**config.mk**
```make
export PLATFORM = sky130hd
export DESIGN_NAME = fetch_stage
export DESIGN_NICKNAME = d
export VERILOG_FILES = /design/src/rtl/mips_pkg.sv /design/src/rtl/pc_next_calc.sv /design/src/rtl/fetch_stage.sv
export SDC_FILE = /design/constraint.sdc
export NUM_CORES = 1
export LEC_CHECK = 0
export ABC_AREA = 1
export BUFFER_PORTS_ARGS = -buffer_cell sky130_fd_sc_hd__buf_2
export CORE_MARGIN = 5
export CORE_UTILIZATION = 45
export CTS_CLUSTER_DIAMETER = 40
export DETAILED_ROUTE_END_ITERATION = 8
export GPL_TIMING_DRIVEN = 0
export PLACE_DENSITY = 0.73
export SYNTH_ARGS = -nofsm -noshare
export SYNTH_HDL_FRONTEND = slang
export SYNTH_HIERARCHICAL = 1
export SYNTH_SLANG_ARGS = --single-unit
export TNS_END_PERCENT = 100
```
**constraint.sdc**
```tcl
create_clock -name clk -period 7.6 [get_ports clk]
set_input_delay 1.52 -clock clk [delete_from_list [all_inputs] [get_ports clk]]
set_output_delay 1.52 -clock clk [all_outputs]
set_load 0.005 [all_outputs]
```
**src/rtl/mips_pkg.sv**
```systemverilog
// Shared types and constants for the MIPS front end: fetch FSM states,
// reset PC default, PC increment and the primary opcode values.
// No logic; imported by fetch_stage and the bench.
package mips_pkg;

   typedef enum logic {
      FETCH = 1'b0,
      HOLD  = 1'b1
   } fetch_state_e;

   localparam logic [31:0] RESET_PC_DEFAULT = 32'h0000_0000;
   localparam logic [31:0] PC_INC           = 32'd4;

   localparam logic [5:0] OP_RTYPE = 6'b000000;
   localparam logic [5:0] OP_BEQ   = 6'b000100;
   localparam logic [5:0] OP_J     = 6'b000010;

endpackage

```
**src/rtl/pc_next_calc.sv**
```systemverilog
// Next fetch address: J-type jump (only when FETCH_JUMP_EN is defined),
// else taken branch, else sequential pc_plus4.
// Purely combinational; no latency, no backpressure.
module pc_next_calc (
   input  logic [31:0] pc_plus4,
   input  logic        br_taken,
   input  logic [31:0] br_offset,
   input  logic        jump,
   input  logic [25:0] jump_index,
   output logic [31:0] next_pc
);

`ifdef FETCH_JUMP_EN
   // Jump beats branch, branch beats sequential; the offset is in words.
   always_comb begin
      next_pc = pc_plus4;
      if (jump) begin
         next_pc = {pc_plus4[31:28], jump_index, 2'b00};
      end else if (br_taken) begin
         next_pc = pc_plus4 + (br_offset << 2);
      end
   end
`else
   // Jump ports stay on the interface but play no part in this build.
   logic unused_jump;
   assign unused_jump = jump ^ (^jump_index);

   // Branch target when taken, otherwise fall through.
   always_comb begin
      next_pc = pc_plus4;
      if (br_taken) begin
         next_pc = pc_plus4 + (br_offset << 2);
      end
   end
`endif

endmodule

```
**src/rtl/fetch_stage.sv**
```systemverilog
// Instruction fetch: owns the PC, issues level-held imem requests, registers
// the returned word. Latency: ack in cycle N -> inst_valid in N+1.
// Backpressure: holds instruction (HOLD) until inst_ready; one word in flight.
// Optional J-type jumps are compiled in with the FETCH_JUMP_EN macro.
module fetch_stage
   import mips_pkg::*;
#(
   parameter logic [31:0] RESET_PC = RESET_PC_DEFAULT
) (
   input  logic        clk,
   input  logic        rst,
   output logic        imem_req,
   output logic [31:0] imem_addr,
   input  logic        imem_ack,
   input  logic [31:0] imem_data,
   output logic [31:0] instruccion,
   output logic [31:0] pc_out,
   output logic [31:0] pc_plus4,
   output logic        inst_valid,
   input  logic        inst_ready,
   input  logic        br_taken,
   input  logic [31:0] br_offset,
   input  logic        jump,
   input  logic [25:0] jump_index,
   output logic [31:0] inst_count
);

   fetch_state_e state_q;
   logic [31:0]  pc_fetch_q;
   logic [31:0]  instr_q;
   logic [31:0]  pc_out_q;
   logic         valid_q;
   logic [31:0]  count_q;
   logic [31:0]  next_pc_d;

   // Redirect target for the instruction currently presented.
   pc_next_calc u_pc_next_calc (
      .pc_plus4   (pc_plus4),
      .br_taken   (br_taken),
      .br_offset  (br_offset),
      .jump       (jump),
      .jump_index (jump_index),
      .next_pc    (next_pc_d)
   );

   // Request is a function of state; reset forces it low and parks the
   // address at RESET_PC so nothing stale is seen on the bus during reset.
   always_comb begin
      imem_req  = (state_q == FETCH) && !rst;
      imem_addr = rst ? RESET_PC : pc_fetch_q;
   end

   assign instruccion = instr_q;
   assign pc_out      = pc_out_q;
   assign pc_plus4    = pc_out_q + PC_INC;
   assign inst_valid  = valid_q;
   assign inst_count  = count_q;

   // Fetch FSM: capture on ack in FETCH, release and redirect on accept in
   // HOLD. Ack is only looked at in FETCH, redirects only on an accept.
   always_ff @(posedge clk) begin
      if (rst) begin
         state_q    <= FETCH;
         pc_fetch_q <= RESET_PC;
         instr_q    <= 32'h0;
         pc_out_q   <= 32'h0;
         valid_q    <= 1'b0;
         count_q    <= 32'h0;
      end else begin
         case (state_q)
            FETCH: begin
               if (imem_ack) begin
                  instr_q  <= imem_data;
                  pc_out_q <= pc_fetch_q;
                  valid_q  <= 1'b1;
                  state_q  <= HOLD;
               end
            end
            HOLD: begin
               if (inst_ready) begin
                  pc_fetch_q <= next_pc_d;
                  valid_q    <= 1'b0;
                  count_q    <= count_q + 32'd1;
                  state_q    <= FETCH;
               end
            end
            default: begin
               state_q <= FETCH;
            end
         endcase
      end
   end

endmodule

```
==> flow_metrics.tcl <==
set metrics [dict create \
    outcome "finished, final reports clean" \
    post-cts-setup-buffers 0 \
    power_density_mw_per_mm2 192 \
    drt_iter0_drc 688 \
    slew_viol_final 0 \
    grt_usage_pct 25.9 \
    static-leakage-power_nw 5.41 \
    cp.buffers_inverters 3 \
    numCtsBuffers 17 \
    cts_tree "done" \
    cpMostUsedCell "clkbuf_1" \
    io_pins 258 \
    cts_buffer_depth 2 \
    clkLatencyLatePin_ns 0.42 \
    antenna_left 0 \
    path_cells "clkbuf_1 -> clkbuf_1 -> nor2_1 -> buf_2" \
    diodes 0 \
    holdWs_ns 0.466 \
    synth-seq-cells 130 \
    synth_edf_count 0 \
    cts_resized 0 \
    drv_cap 0 \
    utilization_pct 56.5 \
    nets 1766 \
    synth_top_cell_by_area "dfxtp_1" \
    routed_via_density 5.16 \
    grt_max_degree 17 \
    cts_hold_buf 0 \
    dp.cells 1853 \
    wl_mm 28.9 \
    start_util_pct 45.6 \
    grt_pass1_wl_mm 45.2 \
    min_path_type "flip-flop to flip-flop" \
    die_x_um 148 \
    place_ws_ns 3.42 \
    synth_top_area_share_pct 30.5 \
    rsz0062_at_grt "false" \
    io_buffer_count 226 \
    critPathTopFamily "buffers and inverters" \
    synth_fp_nets 1521 \
    area_growth_pct 23.8 \
    worstPathMaxFanout 10 \
    worst_pin_slew_ns 0.602 \
    ys.flop_type "dfxtp_1" \
    end_kind "output pin" \
    crit_slowest_cell "clkbuf_1" \
    min_period_over_period_pct 55.6 \
    rr_worst_depth 17 \
    layout_common_cells "nand2_1, buf_2, nor2_1, inv_1, dfxtp_1" \
    overflow 0 \
    path_class "input port to output pin" \
    total_power_mw 2.03 \
    slew_headroom_pct 59.7 \
    async_reset_ff_share_pct 0 \
    min_period_ns 4.23 \
    grt_pass1_vias 8780 \
    die-area_mm2 0.0218 \
    fp.coreArea_mm2 0.0187 \
    synth_top_cells_by_area "dfxtp_1, nand2_1, nor2_1" \
    layout_commonest_cell "nand2_1" \
    final-hold-violation-count 0 \
    first_pass_iters 5 \
    vias 9733 \
    startpoint_type "input port" \
    fmax_mhz 237 \
    gp_congestion 0.994 \
    die_y_um 148 \
    skew_ns 0.00916 \
    avgSynthCellArea_um2 6.13 \
    cts-root-buf "clkbuf_16" \
    yosysSeqAreaShare_pct 30.5 \
    num_rows 50 \
    drive_gt1_share_pct 19.4 \
    final_area_mm2 0.0106 \
    min_path_cells 2 \
    clkTransAtPathRegs_ns 0.05 \
    drt_drc_violations_left 0 \
    cp.depth 4 \
    wl_per_cell_um 15.4 \
    place_area_mm2 0.00996 \
    h-tree-depth 4 \
    ir_worst_vdd_uv 161 \
    crit_arrival_ns 2.71 \
    syn_area_mm2 0.00854 \
    synth_cells 1393 \
    hpwlAfterDp_mm 23.4 \
    max_stage_delay_ns 0.44 \
    setup_tns_ns 0 \
    required_ns 6.08 \
    synth_warnings 6 \
    final_cells 1885 \
    antenna_found_initial 0 \
    ys_types 37 \
    final-setup-viol-count 0 \
    worst_slack_ns 3.37 \
    clock-sinks 130 \
]
power by group:
part	total (mW)	internal (mW)	switching, mW
clock network	0.838	0.540	0.298
registers	0.757	0.723	0.0348
logic	0.435	0.159	0.276
total	2.03	1.42	0.609
routing by layer:
| metal | GRT usage (%) | up-vias | part of all wire, % |
|---|---|---|---|
| li1 | - | 4909 | - |
| met1 | 36.8 | 4374 | 46 |
| met2 | 39.9 | 399 | 44 |
| met3 | 4.54 | 51 | 7.5 |
| met4 | 8.11 | 0 | 2.5 |
| met5 | 0 | - | 0 |
state kept, by name, summed over array words and instances (netlist names):
| register | flops |
|---|---|
| pc_fetch_q | 32 |
| instruccion | 32 |
| inst_count | 32 |
| pc_out | 32 |
| inst_valid | 1 |
| state_q | 1 |
path summary, 6_finish.rpt:
path | start | to | slack (ns)
hold reg to reg | inst_valid | inst_valid | 0.47
setup / recovery | rst | imem_addr[19] | 3.37
setup reg to reg | pc_out[3] | pc_fetch_q[24] | 3.83
hold / removal | inst_valid | inst_valid | 0.47
cell usage after synthesis (13+ instances only):
cell,instances
a21oi_1,100
clkbuf_1,30
dfxtp_1,130
ha_1,31
inv_1,171
nand2_1,369
nand3_1,79
nor2_1,226
nor3_1,13
o21ai_0,112
xnor2_1,15
xor2_1,16
cells by family after synthesis:
logic type      after synthesis  synth area share (%)
flops                       130                  30.5
simple gates                750                  37.5
buf+inv                     222                  10.1
xor+xnor                     31                  3.18
compound gates              228                  13.9
fa+ha+maj                    32                  4.78
cell type report:
| class | instances | area (um2) |
|---|---|---|
| Clock inverter | 9 | 129 |
| Multi-Input combinational cell | 1041 | 5070 |
| Inverter | 174 | 653 |
| Clock buffer | 23 | 478 |
| Fill cell | 1897 | 8140 |
| Tap cell | 234 | 293 |
| Timing Repair Buffer | 226 | 1130 |
| Sequential cell | 130 | 2600 |
| Buffer | 48 | 211 |
tightest hold or removal path, delay by kind of cell, from the launching register on:
family / cells / cell delay (ns)
DFF: 1 / 0.32
and+or+nand+nor: 2 / 0.11
No activity file was read; power rests on OpenSTA's default activity.
